File: src/rtl/pep9_apb_master_if.sv
// CPU request/response handshake and APB3 bus signals of the Pep9 memory requester.
interface pep9_apb_master_if #(
  parameter int unsigned ADDR_W = 16,
  parameter int unsigned DATA_W = 8
);
  logic              ReqValid;
  logic              ReqReady;
  logic              ReqWrite;
  logic [ADDR_W-1:0] ReqAddr;
  logic [DATA_W-1:0] ReqWData;
  logic              RspValid;
  logic [DATA_W-1:0] RspRData;
  logic              RspErr;
  logic [ADDR_W-1:0] PAddr;
  logic              PSelx;
  logic              PEnable;
  logic              PWrite;
  logic [DATA_W-1:0] PWData;
  logic              PReady;
  logic [DATA_W-1:0] PRData;

  modport master (
    input  ReqValid, ReqWrite, ReqAddr, ReqWData, PReady, PRData,
    output ReqReady, RspValid, RspRData, RspErr,
    output PAddr, PSelx, PEnable, PWrite, PWData
  );

  modport slave (
    output ReqValid, ReqWrite, ReqAddr, ReqWData, PReady, PRData,
    input  ReqReady, RspValid, RspRData, RspErr,
    input  PAddr, PSelx, PEnable, PWrite, PWData
  );
endinterface

File: src/rtl/pep9_apb_master.sv
// APB3 requester: turns single-byte Pep9 datapath requests into Setup/Access
// transfers, with a wait-state timeout that aborts a hung slave.
module pep9_apb_master #(
  parameter int unsigned ADDR_W  = 16,
  parameter int unsigned DATA_W  = 8,
  parameter int unsigned TIMEOUT = 255
) (
  input logic               PClk,
  input logic               PResetn,
  pep9_apb_master_if.master bus
);

  localparam int unsigned CNT_W = (TIMEOUT == 0) ? 1 : $clog2(TIMEOUT + 1);
  localparam bit          TO_EN = (TIMEOUT != 0);

  typedef enum logic [1:0] {
    S_IDLE   = 2'd0,
    S_SETUP  = 2'd1,
    S_ACCESS = 2'd2
  } state_t;

  state_t            state_q, state_d;
  logic [CNT_W-1:0]  cnt_q, cnt_d;
  logic [ADDR_W-1:0] paddr_q, paddr_d;
  logic              pwrite_q, pwrite_d;
  logic [DATA_W-1:0] pwdata_q, pwdata_d;
  logic              psel_q, psel_d;
  logic              penable_q, penable_d;
  logic              rsp_valid_q, rsp_valid_d;
  logic [DATA_W-1:0] rsp_rdata_q, rsp_rdata_d;
  logic              rsp_err_q, rsp_err_d;
  logic              cnt_sat_c;
  logic              timed_out_c;

  assign cnt_sat_c   = (cnt_q == {CNT_W{1'b1}});
  assign timed_out_c = TO_EN && (cnt_q == CNT_W'(TIMEOUT));

  // State and registered bus/response outputs
  always_ff @(posedge PClk or negedge PResetn) begin
    if (!PResetn) begin
      state_q     <= S_IDLE;
      cnt_q       <= '0;
      paddr_q     <= '0;
      pwrite_q    <= 1'b0;
      pwdata_q    <= '0;
      psel_q      <= 1'b0;
      penable_q   <= 1'b0;
      rsp_valid_q <= 1'b0;
      rsp_rdata_q <= '0;
      rsp_err_q   <= 1'b0;
    end else begin
      state_q     <= state_d;
      cnt_q       <= cnt_d;
      paddr_q     <= paddr_d;
      pwrite_q    <= pwrite_d;
      pwdata_q    <= pwdata_d;
      psel_q      <= psel_d;
      penable_q   <= penable_d;
      rsp_valid_q <= rsp_valid_d;
      rsp_rdata_q <= rsp_rdata_d;
      rsp_err_q   <= rsp_err_d;
    end
  end

  // Next-state and next-output logic
  always_comb begin
    state_d     = state_q;
    cnt_d       = cnt_q;
    paddr_d     = paddr_q;
    pwrite_d    = pwrite_q;
    pwdata_d    = pwdata_q;
    rsp_valid_d = 1'b0;
    rsp_rdata_d = rsp_rdata_q;
    rsp_err_d   = rsp_err_q;

    unique case (state_q)
      S_IDLE: begin
        if (bus.ReqValid) begin
          state_d  = S_SETUP;
          paddr_d  = bus.ReqAddr;
          pwrite_d = bus.ReqWrite;
          pwdata_d = bus.ReqWData;
          cnt_d    = '0;
        end
      end

      S_SETUP: begin
        state_d = S_ACCESS;
      end

      S_ACCESS: begin
        if (bus.PReady) begin
          state_d     = S_IDLE;
          rsp_valid_d = 1'b1;
          rsp_err_d   = 1'b0;
          rsp_rdata_d = pwrite_q ? '0 : bus.PRData;
        end else if (timed_out_c) begin
          state_d     = S_IDLE;
          rsp_valid_d = 1'b1;
          rsp_err_d   = 1'b1;
          rsp_rdata_d = '0;
        end else if (!cnt_sat_c) begin
          cnt_d = cnt_q + CNT_W'(1);
        end
      end

      default: begin
        state_d = S_IDLE;
      end
    endcase

    // Select/enable are registered copies of the phase being entered
    psel_d    = (state_d != S_IDLE);
    penable_d = (state_d == S_ACCESS);
  end

  assign bus.ReqReady = (state_q == S_IDLE);
  assign bus.PAddr    = paddr_q;
  assign bus.PWrite   = pwrite_q;
  assign bus.PWData   = pwdata_q;
  assign bus.PSelx    = psel_q;
  assign bus.PEnable  = penable_q;
  assign bus.RspValid = rsp_valid_q;
  assign bus.RspRData = rsp_rdata_q;
  assign bus.RspErr   = rsp_err_q;

endmodule
File: src/flat_wrapper.sv
// flat-port wrapper written by rule: the top's interface ports become plain ports
module pep9_apb_master_flat 
#(
  parameter int unsigned ADDR_W  = 16,
  parameter int unsigned DATA_W  = 8,
  parameter int unsigned TIMEOUT = 255
)
  (PClk, PResetn, bus_ReqValid, bus_ReqWrite, bus_ReqAddr, bus_ReqWData, bus_PReady, bus_PRData, bus_ReqReady, bus_RspValid, bus_RspRData, bus_RspErr, bus_PAddr, bus_PSelx, bus_PEnable, bus_PWrite, bus_PWData);
  pep9_apb_master_if #(.ADDR_W(ADDR_W), .DATA_W(DATA_W)) bus_i ();
  input logic PClk;
  input logic PResetn;
  input wire logic [$bits(bus_i.ReqValid)-1:0] bus_ReqValid;
  input wire logic [$bits(bus_i.ReqWrite)-1:0] bus_ReqWrite;
  input wire logic [$bits(bus_i.ReqAddr)-1:0] bus_ReqAddr;
  input wire logic [$bits(bus_i.ReqWData)-1:0] bus_ReqWData;
  input wire logic [$bits(bus_i.PReady)-1:0] bus_PReady;
  input wire logic [$bits(bus_i.PRData)-1:0] bus_PRData;
  output wire logic [$bits(bus_i.ReqReady)-1:0] bus_ReqReady;
  output wire logic [$bits(bus_i.RspValid)-1:0] bus_RspValid;
  output wire logic [$bits(bus_i.RspRData)-1:0] bus_RspRData;
  output wire logic [$bits(bus_i.RspErr)-1:0] bus_RspErr;
  output wire logic [$bits(bus_i.PAddr)-1:0] bus_PAddr;
  output wire logic [$bits(bus_i.PSelx)-1:0] bus_PSelx;
  output wire logic [$bits(bus_i.PEnable)-1:0] bus_PEnable;
  output wire logic [$bits(bus_i.PWrite)-1:0] bus_PWrite;
  output wire logic [$bits(bus_i.PWData)-1:0] bus_PWData;
  assign bus_i.ReqValid = bus_ReqValid;
  assign bus_i.ReqWrite = bus_ReqWrite;
  assign bus_i.ReqAddr = bus_ReqAddr;
  assign bus_i.ReqWData = bus_ReqWData;
  assign bus_i.PReady = bus_PReady;
  assign bus_i.PRData = bus_PRData;
  assign bus_ReqReady = bus_i.ReqReady;
  assign bus_RspValid = bus_i.RspValid;
  assign bus_RspRData = bus_i.RspRData;
  assign bus_RspErr = bus_i.RspErr;
  assign bus_PAddr = bus_i.PAddr;
  assign bus_PSelx = bus_i.PSelx;
  assign bus_PEnable = bus_i.PEnable;
  assign bus_PWrite = bus_i.PWrite;
  assign bus_PWData = bus_i.PWData;
  pep9_apb_master #(.ADDR_W(ADDR_W), .DATA_W(DATA_W), .TIMEOUT(TIMEOUT)) u_core (.PClk(PClk), .PResetn(PResetn), .bus(bus_i));
endmodule
File: config.mk
export PLATFORM = sky130hd
export DESIGN_NAME = pep9_apb_master_flat
export DESIGN_NICKNAME = d
export VERILOG_FILES = /design/src/rtl/pep9_apb_master_if.sv /design/src/rtl/pep9_apb_master.sv /design/src/flat_wrapper.sv
export SDC_FILE = /design/constraint.sdc
export NUM_CORES = 1
export LEC_CHECK = 0
export CAP_MARGIN = 15
export CORE_ASPECT_RATIO = 0.8
export CORE_MARGIN = 2
export CORE_UTILIZATION = 43
export CTS_CLUSTER_DIAMETER = 200
export CTS_CLUSTER_SIZE = 16
export DETAILED_ROUTE_END_ITERATION = 6
export GPL_TIMING_DRIVEN = 0
export PLACE_DENSITY = 0.78
export SETUP_SLACK_MARGIN = 0.5
export SLEW_MARGIN = 20
export SYNTH_ARGS = -nofsm -noshare
export SYNTH_HDL_FRONTEND = slang
export SYNTH_SLANG_ARGS = --single-unit
File: constraint.sdc
create_clock -name PClk -period 3.6 [get_ports PClk]
set_input_delay 0.54 -clock PClk [delete_from_list [all_inputs] [get_ports PClk]]
set_output_delay 0.54 -clock PClk [all_outputs]
set_load 0.005 [all_outputs]
=== Word level (Yosys, flattened, before mapping) ===
Cells that the tools add are included.

* Register bits after elaboration: 47
* Input port bits: 37

* $add $sub $neg: 1
* Eq/ne operators: 7
* Muxes and demuxes: 16
* Reductions and logical operators: 7

{| class="wikitable"
|+ Operator list
! operator !! count
|-
| $mux 8 || 6
|-
| $pmux 8 s2 || 1
|-
| $add 8x1->8 const B || 1
|-
| $eq 8x8->1 const B || 1
|-
| $mux 2 || 3
|-
| $ne 2x2->1 const B || 3
|-
| $pmux 2 s3 || 1
|-
| $reduce_bool 2->1 || 3
|-
| $mux 1 || 5
|-
| $eq 2x2->1 const B || 2
|-
| $reduce_and 2->1 || 2
|-
| $reduce_and 4->1 || 1
|-
| $eq 2x1->1 const B || 1
|-
| $logic_not 2->1 || 1
|}

=== Longest topological paths before layout ===
* Depth in word-level cells: 5
* Mapped depth: 7

=== Worst setup path after synthesis ===
No wires, ideal clock.

* Path type: reg-to-reg
* From: reg u_core.cnt_q[0]
* To: reg u_core.cnt_q[5]
* Setup time: 0.079 ns
* Arrival: 1.523 ns
* Setup slack: 1.998 ns
* Stages on the path, launching flop included: 6
* Buffers on the path: 1
* Period minus slack after synthesis: 1.602 ns
* Path through: dfrtp_1 ha_1 and3_1 buf_2 a2111oi_2 mux2i_1

* Word-level cells in the longest chain between the ends: 4
* Elaborated cells between the ends (all ways): 7
* Those cells by class: 1 x add/sub; 2 x eq/ne; 3 x mux; 1 x reduce/logical

{| class="wikitable"
|+ RTL lines
! item !! line !! RTL
|-
| start: declaration || pep9_apb_master.sv:23 || <nowiki>logic [CNT_W-1:0] cnt_q, cnt_d;</nowiki>
|-
| start signal: assignment || pep9_apb_master.sv:53 || <nowiki>cnt_q <= cnt_d;</nowiki>
|-
| $add 8x1->8 || pep9_apb_master.sv:103 || <nowiki>cnt_d = cnt_q + CNT_W'(1);</nowiki>
|-
| $mux 8 || pep9_apb_master.sv:97 || <nowiki>end else if (timed_out_c) begin</nowiki>
|-
| $mux 8 || pep9_apb_master.sv:92 || <nowiki>if (bus.PReady) begin</nowiki>
|-
| $pmux 8 s2 || pep9_apb_master.sv:76 || <nowiki>unique case (state_q)</nowiki>
|}

Several ways; a longest one is shown, not always the timed one. The select of a mux whose other input is x is not followed.
A chain may end at the register's enable or synchronous reset.

=== Worst setup path after layout ===
* From: reg u_core.state_q[0]
* To: out bus_ReqReady

* Word-level cells in the longest chain between the ends: 1

{| class="wikitable"
|+ RTL lines
! item !! line !! RTL
|-
| start: declaration || pep9_apb_master.sv:22 || <nowiki>state_t state_q, state_d;</nowiki>
|-
| start signal: assignment || pep9_apb_master.sv:52 || <nowiki>state_q <= state_d;</nowiki>
|-
| $logic_not 2->1 || pep9_apb_master.sv:117 || <nowiki>assign bus.ReqReady = (state_q == S_IDLE);</nowiki>
|-
| end: declaration || flat_wrapper.sv:18 || <nowiki>output wire logic [$bits(bus_i.ReqReady)-1:0] bus_ReqReady;</nowiki>
|}

No other way between the ends.

==> out/summary.md <==
The flow ran to the end, and the final reports show no timing, DRC or antenna violations. The detailed router finished its first iteration with 79 violations. Worst-margin pin slew: 0.5162 ns. The worst register-to-register path begins at u_core.cnt_q[0].

The tools report the setup TNS as 0 ns. The clock buffer count from CTS was 5; the die span in x was 80.14 µm. End-of-flow core utilization: 64.86%. Each instance of the synthesized netlist takes up on average 9.922 µm².

Counting flops with an async set or reset pin after synthesis yields a share of 100.0%. The detailed-route wire length per cell was 12.70 µm; the die extent in y was 64.92 µm. Entering global routing, the biggest net connects 29 pins. The logic depth of the worst register-to-register path was 5. After the last flow step, the layout net total stands at 321. The number of placed instances, taps included, is 336.

The commonest register cell after synthesis is sky130_fd_sc_hd__dfrtp_1. The largest individual stage delay along the critical path comes from the cell sky130_fd_sc_hd__clkdlybuf4s50_1. sky130_fd_sc_hd__nand2_1 is the most common cell in the netlist. The tools report the startpoint class of the critical path as a register.

In this run the core area contains 22 standard-cell rows. In the synthesized netlist, the cells that appear most often are sky130_fd_sc_hd__nand2_1 (81), sky130_fd_sc_hd__dfrtp_1 (47), sky130_fd_sc_hd__a221o_1 (8), sky130_fd_sc_hd__and2_1 (8), sky130_fd_sc_hd__mux2i_1 (6). In this run, post-CTS hold repair placed 0 buffers. The tools report the setup slack of the most critical reg-to-reg path as 1.86 ns. After synthesis, the share of cell area in mux cells is 3.011%.

Measured against its own limit, the worst slew margin works out to 65.40%. Global routing used 18.10% of the available tracks. The worst setup path is of the reg -> out kind. The run gives 0 as the count of pins over their slew limit. The endpoint identified for the worst register-to-register timing path is u_core.cnt_q[5]. The logs give 1994 µm² for the area of the mapped netlist and 0 for the number of buffers inserted to repair setup after CTS. Timing would allow up to 0.5295 GHz. The maximum buffer depth of the clock tree is 2.

The stage delay of the slowest cell on the critical path came out at 0.50 ns. The tools report the number of resized instances in the post-cts repair step as 0. The top cell type by area accounts for 58.97% of the synthesized area. Across the run, the number of max-cap violations was 0. For the arrival time at the worst endpoint, the log shows 1.35 ns. The finished layout holds 343 standard cells, fillers aside.

The Yosys step of the flow raised 0 warnings. Using the TritonRoute via totals, the vias-per-cell ratio works out to 4.918. Power spread over the standard cell area amounts to 724.1 nW/µm².

Yosys mapped a number of flops with a built-in enable equal to 0. The post-route netlist has 6.714% of its cells at a drive strength greater than 1. The number of global-route vias before repair came out at 1637. The critical path goes through nor2_1 > clkdlybuf4s50_1. In the post-synthesis netlist, the biggest area contributors are sky130_fd_sc_hd__dfrtp_1 (59%), sky130_fd_sc_hd__nand2_1 (15%), sky130_fd_sc_hd__a221o_1 (4.0%). For the TritonCTS sink count, the log shows 47. The congestion estimate from routability-driven global placement came to 0.8075. Of the synthesized area, sequential elements account for 58.97%.

The tools report the H-tree depth reported by CTS as 2. The logs give 0 for the number of failing hold endpoints at the final stage and 0.29 ns for the clock network latency to the later pin of the worst-skew pair. 75 I/O pins were placed. In this run the clock root is driven by a sky130_fd_sc_hd__clkbuf_8. Of the total synthesized cell area, the portion taken by XOR and XNOR cells is 0%. For this configuration, the core starts out at a cell density of 44.18%. The simple logic cell fraction of the synthesized area is 24.84%, and the reported leakage power is 1.360 nW. Count of unresolved DRC violations after routing: 0. The initial antenna violation count is 0, and the worst-case vdd ir drop is 424.8 µV.

TritonCTS built the clock tree. The wire length of the first global-routing pass came out at 7355 µm. The number of antenna diodes in the final layout is 0.

The via count is 1687, and the number of buffers and inverters on the critical path is 1. The number of nets handed over by synthesis was 239. The sum of net half-perimeters after detailed placement came out at 3247 µm. The minimum clock period works out to 1.889 ns.

Kind of capture point of the worst setup path: an output port. The kind of cell adding the most delay to the critical path is buffers and inverters. Synthesis produced a netlist whose cell count is 201.

Setup repair after global routing left no endpoint under its margin. Data required time at the worst endpoint: 3.06 ns. The quantity of I/O buffers inserted on ports came out at 74. In this run the worst hold path is classified as in -> async.

The area growth from synthesis to layout is 46.80%, and the die footprint is 5202 µm². After synthesis, the largest family of logic cells by area is simple AND/OR/NAND/NOR gates. The period utilization was 52.46%.

For this block, the routed nets add up to 4356 µm of wire. The area of the core was 4514 µm². Of all cell types, the one taking the most synthesized area is sky130_fd_sc_hd__dfrtp_1.

The antenna violation net count after detailed routing was 0. For the final database, setup skew stands at 0.006380 ns. For this run, the detailed router's first-pass iteration total came to 4.

The clock-pin slew on the worst setup and hold paths was 0.08 ns; the share of synthesized cell area in full adder, half adder and majority cells was 0.6274%. After global routing the overflow that remains totals 0. The number of distinct standard cells referenced by the synthesized netlist came out at 31. Setup violations remaining at the end of the flow were counted as 0. Timing startpoint of the critical path: u_core.state_q[0].

The synthesized netlist devotes 8.720% of its cell area to compound gates. Of all nets on the critical path, the largest fanout is 6. After synthesis the netlist holds a flip-flop and latch count of 47.
## registers in the layout, summed over array words and instances (netlist names)
signal	count
u_core.bus.PAddr	16
u_core.bus.PEnable	1
u_core.bus.PSelx	1
u_core.bus.PWData	8
u_core.bus.PWrite	1
u_core.bus.RspErr	1
u_core.bus.RspRData	8
u_core.bus.RspValid	1
u_core.cnt_q	8
u_core.state_q	2
## power breakdown
group | internal [mW] | leakage, nW | switching, mW | total (mW)
Combinational | 0.544 | 0.731 | 0.349 | 0.893
Clock | 0.204 | 0.0513 | 0.162 | 0.366
Sequential | 0.736 | 0.577 | 0.125 | 0.861
## layout by cell type, fill, tap and decap left out
master,synthesis,final
sky130_fd_sc_hd__nand2b_1,3,3
sky130_fd_sc_hd__dfrtp_1,47,47
sky130_fd_sc_hd__inv_1,5,5
sky130_fd_sc_hd__o21ai_0,4,4
sky130_fd_sc_hd__a21oi_2,1,1
sky130_fd_sc_hd__clkbuf_8,0,5
sky130_fd_sc_hd__o2111a_1,1,1
sky130_fd_sc_hd__clkdlybuf4s50_1,0,73
sky130_fd_sc_hd__or3b_1,1,1
sky130_fd_sc_hd__nor3_1,3,3
sky130_fd_sc_hd__nor2_1,3,3
sky130_fd_sc_hd__clkbuf_1,3,4
sky130_fd_sc_hd__nor4_1,1,1
sky130_fd_sc_hd__a21oi_1,2,2
sky130_fd_sc_hd__buf_2,4,5
sky130_fd_sc_hd__a221o_1,8,8
sky130_fd_sc_hd__and3_1,2,2
sky130_fd_sc_hd__o21ai_1,1,1
sky130_fd_sc_hd__o211ai_1,1,1
sky130_fd_sc_hd__inv_2,1,1
sky130_fd_sc_hd__buf_6,2,2
sky130_fd_sc_hd__mux2i_1,6,6
sky130_fd_sc_hd__nand4_1,3,3
sky130_fd_sc_hd__ha_1,1,1
sky130_fd_sc_hd__o22a_1,1,1
sky130_fd_sc_hd__nand3_1,2,2
sky130_fd_sc_hd__a21o_1,1,1
sky130_fd_sc_hd__a2111oi_2,1,1
sky130_fd_sc_hd__and2_1,8,8
sky130_fd_sc_hd__buf_12,0,1
sky130_fd_sc_hd__bufinv_16,0,1
sky130_fd_sc_hd__and4_1,2,2
sky130_fd_sc_hd__nand2_1,81,81
sky130_fd_sc_hd__nor3b_2,1,1
sky130_fd_sc_hd__nor3_2,1,1
## layout make-up
class	count	area [µm²]
tap	60	75.07
clock buffer	6	72.57
sequential	47	1176
timing repair buffer	75	755.7
fill	385	1587
inverter	6	22.52
buffer	9	53.80
clock inverter	1	30.03
multi-input combinational	139	742.0
## metal layers
layer | up-vias | share of wire (%) | track usage, % | wire length, µm
met4 | 0 | 1.4 | 5.720 | 59
met3 | 7 | 9.2 | 5.153 | 402
met1 | 787 | 47 | 24.23 | 2054
li1 | 828 | - | - | -
met5 | - | 0 | 0 | 0
met2 | 65 | 42 | 28.54 | 1839
## through the flow
step	hold WS [ns]	total power [mW]	setup WS, ns	instance area, µm²
floorplan	0.2444	1.235	1.998	1994
global placement	0.4575	1.752	0.7063	2810
detailed placement	0.4624	1.779	1.469	2825
CTS	0.1973	2.150	1.687	2928
global route	0.2202	2.295	1.617	2928
finish	0.1923	2.120	1.711	2928
## worst max path at each step
stage / to / slack, ns / cells past startpoint
after floorplan: u_core.cnt_q[5] / 2.00 / 5
after global placement: u_core.bus.PAddr[11] / 0.71 / 1
after detailed placement: u_core.cnt_q[1] / 1.47 / 6
after CTS: bus_ReqReady / 1.69 / 2
after global routing: bus_ReqReady / 1.62 / 2
final: bus_ReqReady / 1.71 / 2
## cells by family (layout without fill, tap and decap cells)
logic type / Yosys count / in the layout
buf+inv: 15 / 97
flops: 47 / 47
compound gates: 21 / 21
fa+ha+maj: 1 / 1
mux: 6 / 6
simple gates: 111 / 111
Power figures use the tool's default switching activity.
